## src/rtl/ddr_mon_pkg.sv

```systemverilog
// Shared types and constants for the DDR app-interface monitor.
package ddr_mon_pkg;

  typedef enum logic [1:0] {
    ST_IDLE  = 2'd0,
    ST_ARMED = 2'd1,
    ST_POST  = 2'd2,
    ST_DONE  = 2'd3
  } mon_state_e;

  localparam int unsigned CMD_WR = 0;
  localparam int unsigned CMD_RD = 1;

  // Trace entry layout is {timestamp, cmd, addr}.
  function automatic int entry_w(input int ts_w, input int cmd_w, input int addr_w);
    return ts_w + cmd_w + addr_w;
  endfunction

endpackage

```

## src/rtl/ddr_app_monitor_if.sv

```systemverilog
// MIG user (app) interface bundle; the monitor only ever listens through the slave view.
interface ddr_app_monitor_if #(
  parameter int ADDR_W = 28,
  parameter int CMD_W  = 3
);
  logic [ADDR_W-1:0] app_addr;
  logic [CMD_W-1:0]  app_cmd;
  logic              app_en;
  logic              app_rdy;
  logic              app_wdf_wren;
  logic              app_wdf_end;
  logic              app_wdf_rdy;
  logic              app_rd_data_valid;
  logic              app_rd_data_end;

  modport master (
    output app_addr, app_cmd, app_en, app_rdy,
    output app_wdf_wren, app_wdf_end, app_wdf_rdy,
    output app_rd_data_valid, app_rd_data_end
  );

  modport slave (
    input app_addr, app_cmd, app_en, app_rdy,
    input app_wdf_wren, app_wdf_end, app_wdf_rdy,
    input app_rd_data_valid, app_rd_data_end
  );
endinterface

```

## src/rtl/ddr_mon_trace_ram.sv

```systemverilog
// Simple dual-port trace RAM: synchronous write, registered read (1-cycle latency).
module ddr_mon_trace_ram #(
  parameter int DEPTH = 64,
  parameter int WIDTH = 47,
  localparam int AW   = $clog2(DEPTH)
) (
  input  logic             clk_i,
  input  logic             rst_i,
  input  logic             we_i,
  input  logic [AW-1:0]    waddr_i,
  input  logic [WIDTH-1:0] wdata_i,
  input  logic [AW-1:0]    raddr_i,
  output logic [WIDTH-1:0] rdata_o
);

  logic [WIDTH-1:0] mem [DEPTH];
  logic [WIDTH-1:0] rdata_q;

  always_ff @(posedge clk_i) begin
    if (we_i) mem[waddr_i] <= wdata_i;
  end

  // Only the output register is reset so the array can still map to block RAM.
  always_ff @(posedge clk_i) begin
    if (rst_i) rdata_q <= '0;
    else       rdata_q <= mem[raddr_i];
  end

  assign rdata_o = rdata_q;

endmodule

```

## src/rtl/ddr_app_monitor.sv

```systemverilog
// Non-intrusive MIG app monitor: registers every app input once, then keeps saturating
// counters, outstanding-read tracking and a triggered circular trace of accepted commands.
module ddr_app_monitor
  import ddr_mon_pkg::*;
#(
  parameter int ADDR_W    = 28,
  parameter int CMD_W     = 3,
  parameter int TS_W      = 16,
  parameter int DEPTH     = 64,
  parameter int POST_TRIG = 32,
  parameter int CNT_W     = 32,
  localparam int IDX_W    = $clog2(DEPTH),
  localparam int ENT_W    = entry_w(TS_W, CMD_W, ADDR_W)
) (
  input  logic              ui_clk,
  input  logic              ui_clk_sync_rst,
  input  logic              init_calib_complete,
  ddr_app_monitor_if.slave  app,
  input  logic              clear,
  input  logic              arm,
  input  logic [ADDR_W-1:0] trig_addr,
  input  logic [ADDR_W-1:0] trig_mask,
  input  logic [CMD_W-1:0]  trig_cmd,
  output logic [1:0]        state,
  output logic [CNT_W-1:0]  wr_cmd_cnt,
  output logic [CNT_W-1:0]  rd_cmd_cnt,
  output logic [CNT_W-1:0]  wr_beat_cnt,
  output logic [CNT_W-1:0]  rd_beat_cnt,
  output logic [CNT_W-1:0]  rd_outstanding,
  output logic              underflow_err,
  input  logic [IDX_W-1:0]  rd_idx,
  output logic [ENT_W-1:0]  rd_entry,
  output logic [IDX_W:0]    trace_count
);

  localparam int TC_W = IDX_W + 1;
  localparam int PC_W = IDX_W + 1;

  // Stage 1: everything downstream sees only these registered copies.
  logic [ADDR_W-1:0] app_addr_q;
  logic [CMD_W-1:0]  app_cmd_q;
  logic app_en_q, app_rdy_q, app_wdf_wren_q, app_wdf_rdy_q;
  logic app_rd_data_valid_q, app_rd_data_end_q, calib_q;

  always_ff @(posedge ui_clk) begin
    if (ui_clk_sync_rst) begin
      app_addr_q          <= '0;
      app_cmd_q           <= '0;
      app_en_q            <= 1'b0;
      app_rdy_q           <= 1'b0;
      app_wdf_wren_q      <= 1'b0;
      app_wdf_rdy_q       <= 1'b0;
      app_rd_data_valid_q <= 1'b0;
      app_rd_data_end_q   <= 1'b0;
      calib_q             <= 1'b0;
    end else begin
      app_addr_q          <= app.app_addr;
      app_cmd_q           <= app.app_cmd;
      app_en_q            <= app.app_en;
      app_rdy_q           <= app.app_rdy;
      app_wdf_wren_q      <= app.app_wdf_wren;
      app_wdf_rdy_q       <= app.app_wdf_rdy;
      app_rd_data_valid_q <= app.app_rd_data_valid;
      app_rd_data_end_q   <= app.app_rd_data_end;
      calib_q             <= init_calib_complete;
    end
  end

  logic cmd_acc, wr_acc, rd_acc, wbeat, rbeat, rend, trig_hit;
  assign cmd_acc  = app_en_q & app_rdy_q;
  assign wr_acc   = cmd_acc & (app_cmd_q == CMD_W'(CMD_WR));
  assign rd_acc   = cmd_acc & (app_cmd_q == CMD_W'(CMD_RD));
  assign wbeat    = app_wdf_wren_q & app_wdf_rdy_q;
  assign rbeat    = app_rd_data_valid_q;
  assign rend     = rbeat & app_rd_data_end_q;
  assign trig_hit = cmd_acc & (app_cmd_q == trig_cmd) &
                    (((app_addr_q ^ trig_addr) & trig_mask) == '0);

  function automatic logic [CNT_W-1:0] sat_inc(input logic [CNT_W-1:0] v);
    return (&v) ? v : v + CNT_W'(1);
  endfunction

  logic [CNT_W-1:0] wr_cmd_q, wr_cmd_d, rd_cmd_q, rd_cmd_d;
  logic [CNT_W-1:0] wr_beat_q, wr_beat_d, rd_beat_q, rd_beat_d;
  logic [CNT_W-1:0] outst_q, outst_d;
  logic             uflow_q, uflow_d;

  always_comb begin
    wr_cmd_d  = wr_cmd_q;
    rd_cmd_d  = rd_cmd_q;
    wr_beat_d = wr_beat_q;
    rd_beat_d = rd_beat_q;
    outst_d   = outst_q;
    uflow_d   = uflow_q;
    if (clear) begin
      wr_cmd_d  = '0;
      rd_cmd_d  = '0;
      wr_beat_d = '0;
      rd_beat_d = '0;
      outst_d   = '0;
      uflow_d   = 1'b0;
    end else if (calib_q) begin
      if (wr_acc) wr_cmd_d  = sat_inc(wr_cmd_q);
      if (rd_acc) rd_cmd_d  = sat_inc(rd_cmd_q);
      if (wbeat)  wr_beat_d = sat_inc(wr_beat_q);
      if (rbeat)  rd_beat_d = sat_inc(rd_beat_q);
      // A read issued and a read completed in the same cycle cancel out.
      if (rd_acc && !rend) begin
        outst_d = sat_inc(outst_q);
      end else if (rend && !rd_acc) begin
        if (outst_q == '0) uflow_d = 1'b1;
        else               outst_d = outst_q - CNT_W'(1);
      end
    end
  end

  logic [TS_W-1:0] ts_q;

  always_ff @(posedge ui_clk) begin
    if (ui_clk_sync_rst) begin
      wr_cmd_q  <= '0;
      rd_cmd_q  <= '0;
      wr_beat_q <= '0;
      rd_beat_q <= '0;
      outst_q   <= '0;
      uflow_q   <= 1'b0;
      ts_q      <= '0;
    end else begin
      wr_cmd_q  <= wr_cmd_d;
      rd_cmd_q  <= rd_cmd_d;
      wr_beat_q <= wr_beat_d;
      rd_beat_q <= rd_beat_d;
      outst_q   <= outst_d;
      uflow_q   <= uflow_d;
      ts_q      <= ts_q + TS_W'(1);
    end
  end

  mon_state_e       state_q, state_d;
  logic [IDX_W-1:0] wr_ptr_q, wr_ptr_d;
  logic [TC_W-1:0]  trace_cnt_q, trace_cnt_d;
  logic [PC_W-1:0]  post_cnt_q, post_cnt_d;
  logic             trace_we, restart;

  always_ff @(posedge ui_clk) begin
    if (ui_clk_sync_rst) state_q <= ST_IDLE;
    else                 state_q <= state_d;
  end

  // post_cnt counts the entries still owed after the one being written.
  always_comb begin
    state_d = state_q;
    if (calib_q) begin
      if (arm) begin
        state_d = ST_ARMED;
      end else begin
        unique case (state_q)
          ST_ARMED: if (trig_hit) state_d = (POST_TRIG == 1) ? ST_DONE : ST_POST;
          ST_POST:  if (cmd_acc && post_cnt_q == PC_W'(1)) state_d = ST_DONE;
          default:  ;
        endcase
      end
    end
  end

  always_comb begin
    restart  = 1'b0;
    trace_we = 1'b0;
    if (calib_q) begin
      restart  = arm;
      trace_we = !arm && cmd_acc && (state_q == ST_ARMED || state_q == ST_POST);
    end
  end

  always_comb begin
    wr_ptr_d    = wr_ptr_q;
    trace_cnt_d = trace_cnt_q;
    post_cnt_d  = post_cnt_q;
    if (restart) begin
      wr_ptr_d    = '0;
      trace_cnt_d = '0;
    end else if (trace_we) begin
      wr_ptr_d = wr_ptr_q + IDX_W'(1);
      if (trace_cnt_q != TC_W'(DEPTH)) trace_cnt_d = trace_cnt_q + TC_W'(1);
      if (state_q == ST_ARMED) post_cnt_d = PC_W'(POST_TRIG - 1);
      else                     post_cnt_d = post_cnt_q - PC_W'(1);
    end
  end

  always_ff @(posedge ui_clk) begin
    if (ui_clk_sync_rst) begin
      wr_ptr_q    <= '0;
      trace_cnt_q <= '0;
      post_cnt_q  <= '0;
    end else begin
      wr_ptr_q    <= wr_ptr_d;
      trace_cnt_q <= trace_cnt_d;
      post_cnt_q  <= post_cnt_d;
    end
  end

  // Once the buffer has wrapped, the oldest entry sits at the write pointer.
  logic [IDX_W-1:0] raddr;
  assign raddr = (trace_cnt_q == TC_W'(DEPTH)) ? wr_ptr_q + rd_idx : rd_idx;

  ddr_mon_trace_ram #(
    .DEPTH (DEPTH),
    .WIDTH (ENT_W)
  ) u_trace_ram (
    .clk_i   (ui_clk),
    .rst_i   (ui_clk_sync_rst),
    .we_i    (trace_we),
    .waddr_i (wr_ptr_q),
    .wdata_i ({ts_q, app_cmd_q, app_addr_q}),
    .raddr_i (raddr),
    .rdata_o (rd_entry)
  );

  assign state          = state_q;
  assign wr_cmd_cnt     = wr_cmd_q;
  assign rd_cmd_cnt     = rd_cmd_q;
  assign wr_beat_cnt    = wr_beat_q;
  assign rd_beat_cnt    = rd_beat_q;
  assign rd_outstanding = outst_q;
  assign underflow_err  = uflow_q;
  assign trace_count    = trace_cnt_q;

endmodule

```

## src/flat_wrapper.sv

```systemverilog
// flat-port wrapper written by rule: the top's interface ports become plain ports
module ddr_app_monitor_flat import ddr_mon_pkg::*;
#(
  parameter int ADDR_W    = 28,
  parameter int CMD_W     = 3,
  parameter int TS_W      = 16,
  parameter int DEPTH     = 64,
  parameter int POST_TRIG = 32,
  parameter int CNT_W     = 32,
  localparam int IDX_W    = $clog2(DEPTH),
  localparam int ENT_W    = entry_w(TS_W, CMD_W, ADDR_W)
)
  (ui_clk, ui_clk_sync_rst, init_calib_complete, clear, arm, trig_addr, trig_mask, trig_cmd, state, wr_cmd_cnt, rd_cmd_cnt, wr_beat_cnt, rd_beat_cnt, rd_outstanding, underflow_err, rd_idx, rd_entry, trace_count, app_app_addr, app_app_cmd, app_app_en, app_app_rdy, app_app_wdf_wren, app_app_wdf_end, app_app_wdf_rdy, app_app_rd_data_valid, app_app_rd_data_end);
  ddr_app_monitor_if #(.ADDR_W(ADDR_W), .CMD_W(CMD_W)) app_i ();
  input  logic ui_clk;
  input  logic ui_clk_sync_rst;
  input  logic init_calib_complete;
  input  logic clear;
  input  logic arm;
  input  logic [ADDR_W-1:0] trig_addr;
  input  logic [ADDR_W-1:0] trig_mask;
  input  logic [CMD_W-1:0] trig_cmd;
  output logic [1:0] state;
  output logic [CNT_W-1:0] wr_cmd_cnt;
  output logic [CNT_W-1:0] rd_cmd_cnt;
  output logic [CNT_W-1:0] wr_beat_cnt;
  output logic [CNT_W-1:0] rd_beat_cnt;
  output logic [CNT_W-1:0] rd_outstanding;
  output logic underflow_err;
  input  logic [IDX_W-1:0] rd_idx;
  output logic [ENT_W-1:0] rd_entry;
  output logic [IDX_W:0] trace_count;
  input wire logic [$bits(app_i.app_addr)-1:0] app_app_addr;
  input wire logic [$bits(app_i.app_cmd)-1:0] app_app_cmd;
  input wire logic [$bits(app_i.app_en)-1:0] app_app_en;
  input wire logic [$bits(app_i.app_rdy)-1:0] app_app_rdy;
  input wire logic [$bits(app_i.app_wdf_wren)-1:0] app_app_wdf_wren;
  input wire logic [$bits(app_i.app_wdf_end)-1:0] app_app_wdf_end;
  input wire logic [$bits(app_i.app_wdf_rdy)-1:0] app_app_wdf_rdy;
  input wire logic [$bits(app_i.app_rd_data_valid)-1:0] app_app_rd_data_valid;
  input wire logic [$bits(app_i.app_rd_data_end)-1:0] app_app_rd_data_end;
  assign app_i.app_addr = app_app_addr;
  assign app_i.app_cmd = app_app_cmd;
  assign app_i.app_en = app_app_en;
  assign app_i.app_rdy = app_app_rdy;
  assign app_i.app_wdf_wren = app_app_wdf_wren;
  assign app_i.app_wdf_end = app_app_wdf_end;
  assign app_i.app_wdf_rdy = app_app_wdf_rdy;
  assign app_i.app_rd_data_valid = app_app_rd_data_valid;
  assign app_i.app_rd_data_end = app_app_rd_data_end;
  ddr_app_monitor #(.ADDR_W(ADDR_W), .CMD_W(CMD_W), .TS_W(TS_W), .DEPTH(DEPTH), .POST_TRIG(POST_TRIG), .CNT_W(CNT_W)) u_core (.ui_clk(ui_clk), .ui_clk_sync_rst(ui_clk_sync_rst), .init_calib_complete(init_calib_complete), .app(app_i), .clear(clear), .arm(arm), .trig_addr(trig_addr), .trig_mask(trig_mask), .trig_cmd(trig_cmd), .state(state), .wr_cmd_cnt(wr_cmd_cnt), .rd_cmd_cnt(rd_cmd_cnt), .wr_beat_cnt(wr_beat_cnt), .rd_beat_cnt(rd_beat_cnt), .rd_outstanding(rd_outstanding), .underflow_err(underflow_err), .rd_idx(rd_idx), .rd_entry(rd_entry), .trace_count(trace_count));
endmodule
```

## config.mk

```make
export PLATFORM = sky130hd
export DESIGN_NAME = ddr_app_monitor_flat
export DESIGN_NICKNAME = d
export VERILOG_FILES = /design/src/rtl/ddr_mon_pkg.sv /design/src/rtl/ddr_app_monitor_if.sv /design/src/rtl/ddr_mon_trace_ram.sv /design/src/rtl/ddr_app_monitor.sv /design/src/flat_wrapper.sv
export SDC_FILE = /design/constraint.sdc
export NUM_CORES = 2
export LEC_CHECK = 0
export CAP_MARGIN = 30
export CORE_MARGIN = 8
export CORE_UTILIZATION = 45
export DETAILED_ROUTE_END_ITERATION = 6
export SLEW_MARGIN = 20
export SYNTH_ARGS = -nofsm -noshare
export SYNTH_HDL_FRONTEND = slang
export SYNTH_SLANG_ARGS = --single-unit
```

## constraint.sdc

```tcl
create_clock -name ui_clk -period 6.5 [get_ports ui_clk]
set_clock_uncertainty 0.05 [all_clocks]
set_input_delay 1.3 -clock ui_clk [delete_from_list [all_inputs] [get_ports ui_clk]]
set_output_delay 1.3 -clock ui_clk [all_outputs]
set_load 0.05 [all_outputs]
```

## After elaboration in Yosys (flattened, before gate mapping)

Memory sizes are Yosys's and may differ from the RTL's. A register that Yosys moved wholly into a read port is not among the register bits.
Cells that the tools add are included.
W data, S select, Z words.

- Flip-flop bits (word level): 237
- Bits in latches: 0
- RAM bits: 3008
- Memory bits (read-only): 0
- Input bits: 108
- Output and inout bits: 217
- Logic and storage cells: 102
- Memories kept: 1

Memory list:

| memory | words | width | read ports | clocked after memory_dff | wr ports | line | text |
|---|---|---|---|---|---|---|---|
| u_core.u_trace_ram.mem | 64 | 47 | 1 | 1 | 1 | ddr_mon_trace_ram.sv:16 | `logic [WIDTH-1:0] mem [DEPTH];` |

- Add/subtract/negate cells: 11
- Multiply operators: 0
- Div/mod/pow operators: 0
- Order comparisons: 0
- Eq/ne operators: 11
- Shifts and indexed selects: 0
- Multiplexer cells: 14
- Bitwise logic cells: 15
- Reduce and logical (&&, ||, !) cells: 30

Operators by type and width:

| kind | number |
|---|---|
| $add A32 B1 Y32 const B | 5 |
| $reduce_and A32 Y1 | 5 |
| $mux W32 | 4 |
| $logic_not A32 Y1 | 1 |
| $sub A32 B1 Y32 const B | 1 |
| $and A28 B28 Y28 | 1 |
| $logic_not A28 Y1 | 1 |
| $xor A28 B28 Y28 | 1 |
| $add A16 B1 Y16 const B | 1 |
| $reduce_and A3 Y1 | 4 |
| $reduce_and A4 Y1 | 3 |
| $add A7 B1 Y7 const B | 1 |
| $and A1 B1 Y1 | 7 |
| $eq A7 B1 Y1 const B | 1 |
| $eq A7 B7 Y1 const B | 1 |
| $mux W7 | 1 |
| $ne A7 B7 Y1 const B | 1 |
| $sub A7 B1 Y7 const B | 1 |
| $add A6 B1 Y6 const B | 1 |
| $add A6 B6 Y6 | 1 |
| $mux W2 | 3 |
| $mux W6 | 1 |
| $ne A3 B2 Y1 const B | 2 |
| $not A1 Y1 | 6 |
| 16 further kinds | 27 |

## Depth between registers and ports, before layout

- Word-level depth: 7
- Gate-level depth with buffers: 17
- Depth with buffers taken out: 14

## Hierarchy

From an unflattened synthesis, not the netlist that was laid out.

- Cell total of the unflattened synthesis: 6344
- Area total of the unflattened synthesis: 128109.1 um^2

Modules (own cells, without submodules):

| module | instances | cells an instance | area each (um^2) | sequential area each (um^2) |
|---|---|---|---|---|
| ddr_mon_trace_ram | 1 | 4907 | 116092.6 | 91267.5 |
| ddr_app_monitor | 1 | 1437 | 12016.5 | 4744.6 |

## Least setup slack after synthesis

OpenSTA, ideal clock, no wires.

- Path type: input -> register
- Start: input arm
- End: memory u_core.u_trace_ram.mem[61][0] (enable)
- Library setup time: 0.452 ns
- Arrival time: 4.449 ns
- Required time: 5.998 ns
- Path slack: 1.549 ns
- Stages: 5
- Path buffers: 2
- Cell sequence: nor3_1 -> clkbuf_1 -> buf_1 -> nand4b_1 -> nor2_1

- Word-level cells in the longest chain between the ends: 6

RTL lines:

| what | line | text |
|---|---|---|
| start, declared | flat_wrapper.sv:19 | `input logic arm;` |
| $logic_not A1 Y1 | ddr_app_monitor.sv:171 | `trace_we = !arm && cmd_acc && (state_q == ST_ARMED \|\| state_q == ST_POST);` |
| $logic_and A1 B1 Y1 (2 in a row) | ddr_app_monitor.sv:171 |  |
| $mux W1 | ddr_app_monitor.sv:169 | `if (calib_q) begin` |
| $mux W1 | ddr_mon_trace_ram.sv:20 | `if (we_i) mem[waddr_i] <= wdata_i;` |
| $mux W1 (not written as such) | ddr_mon_trace_ram.sv:20 |  |
| end, declared | ddr_mon_trace_ram.sv:16 |  |

Every way passes these cells.

## Worst setup path in the final report

- Start: register u_core.trace_cnt_q[0] (netlist: u_core.trace_count[0])
- End: register u_core.u_trace_ram.rdata_q[12] (netlist: u_core.u_trace_ram.rdata_o[12]), read port of u_core.u_trace_ram.mem

- Word-level cells in the longest chain between the ends: 2

RTL lines:

| what | line | text |
|---|---|---|
| start, declared | ddr_app_monitor.sv:141 | `logic [TC_W-1:0] trace_cnt_q, trace_cnt_d;` |
| start signal, assigned | ddr_app_monitor.sv:197 | `trace_cnt_q <= trace_cnt_d;` |
| $eq A7 B7 Y1 | ddr_app_monitor.sv:204 | `assign raddr = (trace_cnt_q == TC_W'(DEPTH)) ? wr_ptr_q + rd_idx : rd_idx;` |
| $mux W6 | ddr_app_monitor.sv:204 |  |
| end, declared | ddr_mon_trace_ram.sv:17 | `logic [WIDTH-1:0] rdata_q;` |

Every way passes these cells.
A chain may end at the register's enable or synchronous reset.

==> reports/qor.txt <==
Area leader, netlist: edfxtp_1
Routability cong.: 0.855
Fraction of layout cells with a size suffix above 1: 11.4%
Synthesized cell area: 131,000 µm²
Unrepaired setup endpoints after global routing: false
Crit-path max FO: 103
Post-DR wirelength/cell: 30.6 µm
R2R Path Start: u_core.trace_count[0]
Syn Inst Count: 9,068
DIE HEIGHT: 556 µm
Peak VDD IR: 0.215 mV
Via Count: 85,000
Clock Sinks: 3,292
Vias in the first global route: 80,900
Number of synthesized register bits: 3,292
Post-cts hold buffer count: 0
Req. time, crit path: 7.25 ns
WHS Endpoint: u_core.underflow_err
Status: complete, but fails checks
Cell depth of the worst flop-to-flop path: 12
Worst slack at placement: 0.797 ns
Crit-path cells: inv_1, ha_1, nand2b_1, or2_1, mux2_8, buf_4, a211oi_1, a311oi_1, o21ai_0, a21oi_1, o21ai_0, nor2_1
Largest delay share family, worst path: compound AO/OA/AOI/OAI gates
First-pass GRT wire length: 589 mm
Area Growth Syn to Fin: 16.7%
Levels on crit path: 12
Clk_lat worst skew: 0.90 ns
Internal Pwr Total: 35.7 mW
# rows: 198
Reg area: 96,100 µm²
R2r setup slk: 1.55 ns
Setup Viol. Count Final: 0
Syn_area_per_cell: 14.5 µm²
Post-synth EDFFs: 3,008
I/O pin cnt: 325
Max-slew headroom: 32.4%
Antenna Nets Post-Route: 0
Synth Net Count: 9,226
Max Cap Violations: 0
Post CTS Setup Buffer Count: 0
Top cells by area, synth: edfxtp_1 (69%), dfxtp_1 (4.3%), nand2_1 (3.9%), mux2i_1 (3.8%), a311oi_1 (2.0%)
Filler Cells Inserted: 23,400
Post-synth top area share: 68.8%
CTS Root Cell: clkbuf_16
Final Cycle Share: 76.2%
Comb pwr share: 5.0%
Max-slew violation count: 0
CTS H-tree lvls: 5
CTS max path bufs: 4
Worst hold-check path type: reg2reg
Seq pwr share: 50.7%
Startpoint types: flip-flop
Port bufs: 323
Worst Slack Setup Final: 1.55 ns
Critical Path Sink Type: flip-flop
Die Area: 309,000 µm²
Worst-Margin Slew: 1.01 ns
Post-synth cell types: 73
Pwr dens: 297 nW/µm²
All-Layer GR Usage: 26.0%
WP buf/inv: 2
Core footprint: 291,000 µm²
Hold path cells: 2
TritonCTS clock tree: yes
Initial DRC count: 10,800
Sw frac: 21.6%
LEAKAGE: 53.4 nW
Setup TNS: 0 ns
Initial Utilization: 45.2%
Nets: 9,652
CP max stage delay: 1.00 ns
Antenna violations before repair: 19
Multi-input logic area: 32,900 µm²
Reg2reg end: u_core.u_trace_ram.rdata_o[12]
Final WL: 419 mm
F_max: 202 MHz
Prevailing post-synth register cell: edfxtp_1
Failing checks: design-rule violations
Seq/Total Area, Yosys: 73.2%
Drt first pass iters: 7
Final Core Density: 52.7%
Hold path startpoint: u_core.underflow_err
Async SR Flop Fraction: 0%
Die W: 556 µm
Cell mode on critical path: o21ai_0
Post-cts resize count: 0
CTS buffer count: 347
Clk slew on worst S/H paths: 0.06 ns
Synth warn: 0
Crit path kind: reg2reg
GRT Residual Overflow: 0
CP max stage cell: mux2_8
Largest net degree at the start of global routing: 112
Drt drc: 3
Net Switching: 9.85 mW
Worst EP arrival: 5.71 ns
DR vias/cell: 6.21
Clock share of power: 44.3%
Count leader, synth: edfxtp_1
Commonest cells in the netlist: edfxtp_1 (3,008), nand2_1 (1,352), mux2i_1 (493)
Final Hold Viols: 0
Final min period: 4.95 ns
Dpl hpwl: 233 mm
placed cells by master, fill, tap and decap left out, types with 238 or more instances in the layout:
cell type / instances
nand3_1: 356
mux2i_1: 492
and3_1: 344
dfxtp_1: 238
buf_4: 282
nand2_1: 1350
clkbuf_16: 354
edfxtp_1: 3008
a21oi_1: 262
a311oi_1: 293
clkdlybuf4s50_1: 322
a211oi_1: 301
cell type report:
class	instances	share of cell area, %
Antenna cell	7	0.0114
Clock buffer	451	6.15
Clock inverter	185	1.40
Inverter	28	0.0702
Multi-Input combinational cell	5106	21.5
Sequential cell	3292	62.7
Tap cell	3900	3.19
Timing Repair Buffer	719	5.01
worst register-to-register path, cell delays in order, from the launching register on:
cell      delay (ns)
dfxtp_1         0.38
inv_1           0.09
ha_1            0.19
nand2b_1        0.30
or2_1           0.84
mux2_8          1.00
buf_4           0.48
a211oi_1        0.08
a311oi_1        0.25
o21ai_0         0.12
a21oi_1         0.48
o21ai_0         0.43
nor2_1          0.18
kinds of logic after synthesis:
family / after synthesis / share of synthesized area (%)
mux: 558 / 4.81
buf+inv: 670 / 2.29
simple gates: 2593 / 8.92
flops: 3292 / 73.2
xor+xnor: 186 / 1.24
compound gates: 1719 / 9.11
fa+ha+maj: 50 / 0.488
power groups by stage:
stage | sequential (mW) | clock [mW] | combinational [mW]
2_1_floorplan | 23.7 | 0 | 1.11
3_3_place_gp | 23.6 | 0 | 2.20
3_5_place_dp | 23.6 | 0 | 2.23
4_1_cts | 23.1 | 20.4 | 2.24
5_1_grt | 23.1 | 21.2 | 2.39
6_report | 23.1 | 20.2 | 2.26
sequential cells by signal (all words and copies together), names as in the netlist, 16 cells and up:
name,count
u_core.rd_cmd_cnt,32
u_core.wr_beat_cnt,32
u_core.rd_outstanding,32
u_core.rd_beat_cnt,32
u_core.u_trace_ram.rdata_o,47
u_core.u_trace_ram.mem,3008
u_core.wr_cmd_cnt,32
u_core.app_addr_q,28
u_core.ts_q,16
how the worst max path moves through the flow:
stage                                startpoint                              to  slack, ns
after floorplan                             arm   u_core.u_trace_ram.mem[61][0]       1.55
after detailed placement              rd_idx[0]  u_core.u_trace_ram.rdata_o[27]       0.80
after global placement                rd_idx[0]  u_core.u_trace_ram.rdata_o[23]       0.74
final                     u_core.trace_count[0]  u_core.u_trace_ram.rdata_o[12]       1.55
after global routing      u_core.trace_count[0]  u_core.u_trace_ram.rdata_o[45]       1.32
after CTS                 u_core.trace_count[0]  u_core.u_trace_ram.rdata_o[12]       1.61
through the flow:
step                hold WS [ns]  instances  area (µm²)  power [mW]
CTS                        0.436      13700      153000        45.7
global placement           0.408      13000      141000        25.8
floorplan                  0.406       9068      131000        24.8
detailed placement         0.422      13000      142000        25.8
global route               0.453      13700      153000        46.7
finish                     0.435      13700      153000        45.5
layer usage:
layer / vias to the layer above / global-route usage [%] / wire length, µm
met4: 4 / 8.85 / 15800
met2: 4639 / 40.9 / 191000
met5: - / 0 / 22
li1: 36000 / - / -
met3: 831 / 5.35 / 43300
met1: 43500 / 36.3 / 169000
No activity file was read; power rests on OpenSTA's default activity.
